## config.mk

```make
export PLATFORM = sky130hd
export DESIGN_NAME = fwd_regfile_sb
export DESIGN_NICKNAME = d
export VERILOG_FILES = /design/src/rtl/rf_pkg.sv /design/src/rtl/rf_scoreboard.sv /design/src/rtl/fwd_regfile_sb.sv
export SDC_FILE = /design/constraint.sdc
export NUM_CORES = 2
export LEC_CHECK = 0
export CORE_MARGIN = 2
export CORE_UTILIZATION = 55
export DETAILED_ROUTE_END_ITERATION = 16
export HOLD_SLACK_MARGIN = 0.1
export PLACE_DENSITY = 0.72
export SLEW_MARGIN = 5
export SYNTH_ARGS = -nofsm -noshare
export SYNTH_HDL_FRONTEND = slang
export SYNTH_SLANG_ARGS = --single-unit
```

## constraint.sdc

```tcl
create_clock -name clk -period 7.2 [get_ports clk]
set_input_delay 1.8 -clock clk [delete_from_list [all_inputs] [get_ports clk]]
set_output_delay 1.8 -clock clk [all_outputs]
set_load 0.02 [all_outputs]
```

## src/rtl/rf_pkg.sv

```systemverilog
// Shared constants and helpers for the forwarding register file with scoreboard.
// Optional build macro: RF_BYPASS_EN (write-through bypass on the read ports).
package rf_pkg;

    localparam int RF_XLEN_DEF  = 32;
    localparam int RF_NREGS_DEF = 32;
    localparam int RF_NREAD_DEF = 2;

    // Width needed to count 0..nregs pending registers.
    function automatic int pend_cnt_w(input int nregs);
        return $clog2(nregs + 1);
    endfunction

    // LSB position of field idx in a flattened vector of w-bit fields.
    function automatic int fld_lsb(input int idx, input int w);
        return idx * w;
    endfunction

endpackage

```

## src/rtl/rf_scoreboard.sv

```systemverilog
// Pending-producer scoreboard: one busy bit per register, issue acceptance,
// per-port busy flags and an incrementally maintained pending count.
// Optional build macro: RF_BYPASS_EN (a same-cycle writeback frees the register).
module rf_scoreboard
    import rf_pkg::*;
#(
    parameter int NREGS = RF_NREGS_DEF,
    parameter int NREAD = RF_NREAD_DEF,
    localparam int AW   = $clog2(NREGS),
    localparam int CW   = pend_cnt_w(NREGS)
) (
    input  logic                  clk,
    input  logic                  rst_n,
    input  logic [NREAD*AW-1:0]   rd_addr,
    input  logic                  wr_en,
    input  logic [AW-1:0]         wr_addr,
    input  logic                  iss_en,
    input  logic [AW-1:0]         iss_addr,
    input  logic                  flush,
    output logic [NREAD-1:0]      rd_busy,
    output logic                  iss_ready,
    output logic [CW-1:0]         pend_cnt
);

    logic [NREGS-1:0] pending_q, pending_d;
    logic [CW-1:0]    pend_cnt_q, pend_cnt_d;
    logic             wr_live;
    logic             wr_hit;
    logic             wb_frees;
    logic             iss_acc;
    logic             cnt_inc;
    logic             cnt_dec;

    // While reset is held the writeback port has no visible effect.
    assign wr_live = rst_n & wr_en;
    assign wr_hit  = wr_live && (wr_addr != '0);

`ifdef RF_BYPASS_EN
    assign wb_frees = wr_live && (wr_addr == iss_addr);
`else
    assign wb_frees = 1'b0;
`endif

    // Issue acceptance; single pending bit per register means WAW issues stall.
    always_comb begin
        iss_ready = iss_en;
        if (rst_n) begin
            iss_ready = iss_en && !flush &&
                        ((iss_addr == '0) || !pending_q[iss_addr] || wb_frees);
        end
    end

    assign iss_acc = iss_ready && rst_n && (iss_addr != '0);

    // A newly accepted issue to a free register adds one; a writeback that
    // retires a producer (and is not overridden by a new one) removes one.
    assign cnt_inc = iss_acc && !pending_q[iss_addr];
    assign cnt_dec = wr_hit && pending_q[wr_addr] && !(iss_acc && (iss_addr == wr_addr));

    for (genvar i = 0; i < NREAD; i++) begin : g_busy
        logic [AW-1:0] a;
        assign a = rd_addr[fld_lsb(i, AW) +: AW];
`ifdef RF_BYPASS_EN
        assign rd_busy[i] = (a != '0) && pending_q[a] && !(wr_live && (wr_addr == a));
`else
        assign rd_busy[i] = (a != '0) && (pending_q[a] || (wr_live && (wr_addr == a)));
`endif
    end

    // Next pending state: flush beats issue, issue beats writeback.
    always_comb begin
        pending_d  = pending_q;
        pend_cnt_d = pend_cnt_q;
        if (flush) begin
            pending_d  = '0;
            pend_cnt_d = '0;
        end else begin
            if (wr_hit) begin
                pending_d[wr_addr] = 1'b0;
            end
            if (iss_acc) begin
                pending_d[iss_addr] = 1'b1;
            end
            case ({cnt_inc, cnt_dec})
                2'b10:   pend_cnt_d = pend_cnt_q + CW'(1);
                2'b01:   pend_cnt_d = pend_cnt_q - CW'(1);
                default: pend_cnt_d = pend_cnt_q;
            endcase
        end
    end

    // Scoreboard state registers.
    always_ff @(posedge clk or negedge rst_n) begin
        if (!rst_n) begin
            pending_q  <= '0;
            pend_cnt_q <= '0;
        end else begin
            pending_q  <= pending_d;
            pend_cnt_q <= pend_cnt_d;
        end
    end

    assign pend_cnt = pend_cnt_q;

    a_cnt_matches_popcount: assert property (@(posedge clk) disable iff (!rst_n)
        pend_cnt_q == CW'($countones(pending_q)));

endmodule

```

## src/rtl/fwd_regfile_sb.sv

```systemverilog
// Parametrised register file with hardwired-zero r0, NREAD combinational
// read ports and a pending-producer scoreboard for hazard detection.
// Optional build macro: RF_BYPASS_EN (write-through bypass from writeback to reads).
module fwd_regfile_sb
    import rf_pkg::*;
#(
    parameter int XLEN  = RF_XLEN_DEF,
    parameter int NREGS = RF_NREGS_DEF,
    parameter int NREAD = RF_NREAD_DEF,
    localparam int AW   = $clog2(NREGS)
) (
    input  logic                          clk,
    input  logic                          rst_n,
    input  logic [NREAD*AW-1:0]           rd_addr,
    output logic [NREAD*XLEN-1:0]         rd_data,
    output logic [NREAD-1:0]              rd_busy,
    input  logic                          wr_en,
    input  logic [AW-1:0]                 wr_addr,
    input  logic [XLEN-1:0]               wr_data,
    input  logic                          iss_en,
    input  logic [AW-1:0]                 iss_addr,
    output logic                          iss_ready,
    input  logic                          flush,
    output logic [pend_cnt_w(NREGS)-1:0]  pend_cnt
);

    logic [XLEN-1:0] regs_q [NREGS];

    // Architectural storage; r0 is never written so it stays zero.
    always_ff @(posedge clk or negedge rst_n) begin
        if (!rst_n) begin
            for (int k = 0; k < NREGS; k++) begin
                regs_q[k] <= '0;
            end
        end else if (wr_en && (wr_addr != '0)) begin
            regs_q[wr_addr] <= wr_data;
        end
    end

    for (genvar i = 0; i < NREAD; i++) begin : g_read
        logic [AW-1:0]   a;
        logic [XLEN-1:0] q;
        assign a = rd_addr[fld_lsb(i, AW) +: AW];

        // Read mux: r0 reads zero, optionally forwarding the in-flight writeback.
        always_comb begin
            q = (a == '0) ? '0 : regs_q[a];
`ifdef RF_BYPASS_EN
            if (rst_n && wr_en && (wr_addr != '0) && (wr_addr == a)) begin
                q = wr_data;
            end
`endif
        end

        assign rd_data[fld_lsb(i, XLEN) +: XLEN] = q;
    end

    rf_scoreboard #(
        .NREGS (NREGS),
        .NREAD (NREAD)
    ) u_sb (
        .clk       (clk),
        .rst_n     (rst_n),
        .rd_addr   (rd_addr),
        .wr_en     (wr_en),
        .wr_addr   (wr_addr),
        .iss_en    (iss_en),
        .iss_addr  (iss_addr),
        .flush     (flush),
        .rd_busy   (rd_busy),
        .iss_ready (iss_ready),
        .pend_cnt  (pend_cnt)
    );

endmodule

```

-- Word-level counts from Yosys, hierarchy flattened
Index checks and enable logic that the tools add are counted.
- flip-flop bits (word level): 1062
- input bits: 57
- reductions and logical operators: 31
- add/subtract/negate cells: 2
- eq/ne operators: 5
- bitwise gates (word level): 7
- $lt $le $gt $ge: 10
- multiplexer cells: 30
- operators by type and width (kind ; number):
    $bwmux 1024 ; 1
    $mux 32 ; 11
    $bmux 32 s5 ; 2
    $demux 32 s5 ; 1
    $and 32x32->32 ; 1
    $not 32->32 ; 1
    $or 32x32->32 ; 1
    $lt 5x6->1 const B ; 4
    $bmux 1 s5 ; 4
    $reduce_bool 5->1 ; 4
    $ge 6x6->1 const B ; 3
    $not 5->6 ; 3
    $logic_and 1x1->1 ; 17
    $eq 5x5->1 ; 3
    $logic_not 5->1 ; 3
    $pmux 6 s2 ; 1
    $demux 1 s5 ; 2
    $ge 5x1->1 const B ; 2
    $mux 1 ; 7
    $add 6x1->6 const B ; 1
    $lt 6x1->1 const B ; 1
    $mux 6 ; 1
    $sub 6x1->6 const B ; 1
    $logic_not 1->1 ; 3
    5 further kinds ; 7

-- Depth between registers and ports, before layout
- word-level depth: 14
- mapped depth: 17

-- Modules after synthesis
From an unflattened synthesis, not the netlist that was laid out.
- cells, all modules: 4002
- area, all modules: 57717.9 sq um
- by module, submodules not included (module ; cells each ; instances ; area each (sq um) ; seq. area each (sq um)):
    fwd_regfile_sb ; 3667 ; 1 ; 54478.5 ; 25624.6
    rf_scoreboard ; 335 ; 1 ; 3239.4 ; 950.9

-- Worst setup path before layout
OpenSTA, ideal clock, no wires.
- kind: input -> output
- from: input rd_addr[5]
- to: output rd_data[34]
- data required time: 5.400 ns
- path slack: 1.383 ns
- buffers on the path: 3
- arrival time: 4.017 ns
- stages on the path: 7
- path through: clkbuf_1 -> clkbuf_1 -> buf_1 -> mux4_2 -> mux4_2 -> mux2i_1 -> nor2_1
- cells in the longest elaborated chain, start to end: 5
- ends and longest elaborated chain (what ; line ; text):
    start: declaration ; fwd_regfile_sb.sv:14 ; input logic [NREAD*AW-1:0] rd_addr,
    $not 5->6 (not written as such) ; fwd_regfile_sb.sv:47 ; q = (a == '0) ? '0 : regs_q[a];
    $bmux 32 s5 ; fwd_regfile_sb.sv:47 ;
    $mux 32 (not written as such) (2 in series) ; fwd_regfile_sb.sv:47 ;
    $mux 32 * ; fwd_regfile_sb.sv:47 ;
    end: declaration ; fwd_regfile_sb.sv:15 ; output logic [NREAD*XLEN-1:0] rd_data,
Every way passes the cells marked *; elsewhere a longest branch is shown, timed or not. The select of a mux whose other input is x is not followed.

-- Worst setup path after layout
- from: input rd_addr[5]
- to: output rd_data[54]
The elaborated chain is that of the path after synthesis.

==> flow_summary.ini <==
[place]
placed_area_sq_mm = 0.0603
dp_cells = 4918
gp_congestion = 0.937
hpwl_um = 99700
port_buffers = 129
pre_cts_slack_ns = 0.500

[synth]
synth_area_sq_mm = 0.0573
ys_types = 53
synthCells = 3706
synth_top_area_cell = dfrtp_1
ys_ff_latch = 1062
synthTopCellsByArea = dfrtp_1, mux4_2, mux2_2
synth_ff_type = dfrtp_1
seq_area_frac_synth_pct = 46.4
synth_edf_count = 0
ys_async_sr_fraction_pct = 100
yosysWarnings = 0
synth_top_area_share_pct = 46.4
syn_avg_cell_area_sq_um = 15.5
syn-num-nets = 3768

[job]
cap_violations = 0

[cells_and_area]
drive_gt1_share_pct = 53.5
final_net_count = 3715
stdcell_count = 5132
design_area_sq_mm = 0.0644
syn_to_final_growth_pct = 12.5

[run_status]
status = completed

[worst_hold_path]
hp-class = reg2reg

[sta]
rsz0062_at_grt = false
layout_min_cycle_time_ns = 6.68
final.setup.tns_ns = 0
period_share_pct = 92.8
setup_viol = 0
maxSlewHeadroom_pct = 16.3
setup_ws_ns = 0.522
worst_pin_slew_ns = 1.26
hold_violations = 0
maxSlewViolCount = 0
finClkSkew_ns = 0.00730
holdWs_ns = 0.396
timing.fmax_mhz = 150

[floorplanning]
num_rows = 118
start_util_pct = 55.4
die_w_um = 327
die_h_um = 327
coreArea_sq_mm = 0.103
dieArea_sq_mm = 0.107
ios = 130

[clocking]
cts_setup_buffers = 0
clock_sinks = 1062
clockBufferDepth = 3
clkSlewWorstSetupHoldPaths_ns = 0.06
cts-resized-gates = 0
clk_latency_ns = 0.70
cts-htree-levels = 3
cts_root_buffer = clkbuf_16
cts_tree = built
cts_buffers = 113
hold_buffers = 0

[drt]
num_vias = 36512
drc = 0
vias_per_cell = 7.11
drt_wl_total_um = 172000
ant_nets = 0
first_iter_violations = 4043
dr.pass1.iters = 7
wl_per_cell_um = 33.6

[worst_setup_path]
cp-end-kind = output pin
worst_ep_arrival_time_ns = 4.88
required_ns = 5.40
worst_path_most_repeated_cell = mux4_2
critical_path.cell_chain = buf_8 > buf_4 > mux4_2 > mux4_2 > mux2i_1 > nor2_1 > clkdlybuf4s50_1
worst-setup-path-type = in2out
critPathMaxStageDelay_ns = 0.56
startpoint_type = input port
r2r_setup_slack_ns = 3.34
slowest_stage = clkdlybuf4s50_1
crit_path_max_fanout = 42

[pwr]
powerDensity_mw_per_mm2 = 280
p_leak_nw = 27.3
ir_drop_v = 0.000186

[grt]
antenna_found_initial = 5
grt_overflow_total = 0
grt_pass1_wl_um = 258000
gr-usage-all-layers_pct = 32.7
grt_max_degree = 197
grt_pass1_vias = 38831
-- per-stage QoR --
| step | power (mW) | utilization (%) |
|---|---|---|
| floorplan | 10.5 | - |
| global placement | 11.4 | 58.4 |
| detailed placement | 11.7 | 58.4 |
| CTS | 18.1 | 62.3 |
| global route | 18.7 | 62.3 |
| finish | 18.0 | 62.3 |
-- critical path: cells and delay by family --
kind	cells	cell delay (ns)
buffers and inverters	3	1.40
muxes	3	1.45
and+or+nand+nor	1	0.11
-- synthesized netlist by cell type (2+ instances only) --
library cell,n
a22oi_1,11
a211oi_1,12
nand3_1,11
mux2_1,7
nor4_4,4
o22ai_1,20
dfrtp_1,1062
inv_1,14
nand2b_1,12
nand2_1,51
buf_2,56
xor2_1,3
or2_2,4
ha_1,4
nor4_1,6
mux2_4,4
mux2_2,1025
o21ai_0,28
mux2i_1,134
a211o_1,9
or4_1,3
or3_1,5
xnor2_1,9
clkbuf_1,292
o211ai_1,2
nor2_1,98
mux4_1,2
o221ai_1,23
a221oi_1,30
nand3b_1,3
nor3_1,29
mux4_2,587
nor2b_1,9
nand4_1,2
buf_1,84
inv_2,2
a21oi_1,33
-- cells by family (layout without fill, tap and decap cells) --
family                     after synthesis  in the layout  share of synthesized area, %
buffers and inverters                  450            491                          3.09
AOI/OAI and AO/OA                      176            176                          2.15
xor gates and xnor gates                13             13                         0.232
DFF                                   1062           1062                          46.4
muxes                                 1759           1759                          45.9
adders and majority gates                5              5                         0.122
other                                    0              5                             0
and+or+nand+nor                        241            241                          2.09
-- path summary, 6_finish.rpt --
| check | from | end | cells after the start |
|---|---|---|---|
| setup reg to reg | u_sb.pending_q[12]$_DFF_PN0_ | u_sb.pend_cnt[5]$_DFFE_PN0P_ | 14 |
| setup / recovery | rd_addr[5] | rd_data[54] | 7 |
| min in group asynchronous | rst_n | regs_q[826]$_DFFE_PN0P_ | 1 |
| max in group asynchronous | rst_n | regs_q[342]$_DFFE_PN0P_ | 4 |
| hold / removal | regs_q[1012]$_DFFE_PN0P_ | regs_q[1012]$_DFFE_PN0P_ | 0 |
| hold reg to reg | regs_q[1012]$_DFFE_PN0P_ | regs_q[1012]$_DFFE_PN0P_ | 0 |
-- layout make-up --
class | instances | area, sq um
antenna | 5 | 12.5
clock buffer | 161 | 3340
clock inverter | 48 | 757
fill | 7310 | 38900
inverter | 16 | 60.1
multi-input combinational | 2194 | 29100
sequential | 1062 | 26600
tap | 1380 | 1730
timing repair buffer | 266 | 2810
-- flip-flops by register name, indices dropped and copies added (netlist names) --
register / cells
u_sb.pending_q: 32
u_sb.pend_cnt: 6
regs_q: 1024
-- metal layers --
metal,track usage (%),wire length [um],up-vias
met3,6.93,15500,464
li1,-,-,14248
met5,0,14,-
met4,14.6,8120,2
met2,51.5,82300,2000
met1,44.3,66600,19798
-- placed cells by master (no fill, tap or decap), types with 29 or more instances in the layout --
| master | Yosys | routed |
|---|---|---|
| mux2i_1 | 134 | 134 |
| mux2_2 | 1025 | 1025 |
| clkbuf_16 | 0 | 115 |
| clkbuf_8 | 0 | 29 |
| clkdlybuf4s50_1 | 0 | 118 |
| a221oi_1 | 30 | 30 |
| nor2_1 | 98 | 78 |
| nand2_1 | 51 | 50 |
| dfrtp_1 | 1062 | 1062 |
| buf_12 | 0 | 38 |
| a21oi_1 | 33 | 33 |
| mux4_2 | 587 | 587 |
| buf_4 | 1 | 104 |
-- power breakdown --
group / switching (mW) / internal, mW
clock network: 2.50 / 3.87
logic: 1.48 / 2.28
registers: 0.828 / 7.07
Power figures use the tool's default switching activity.
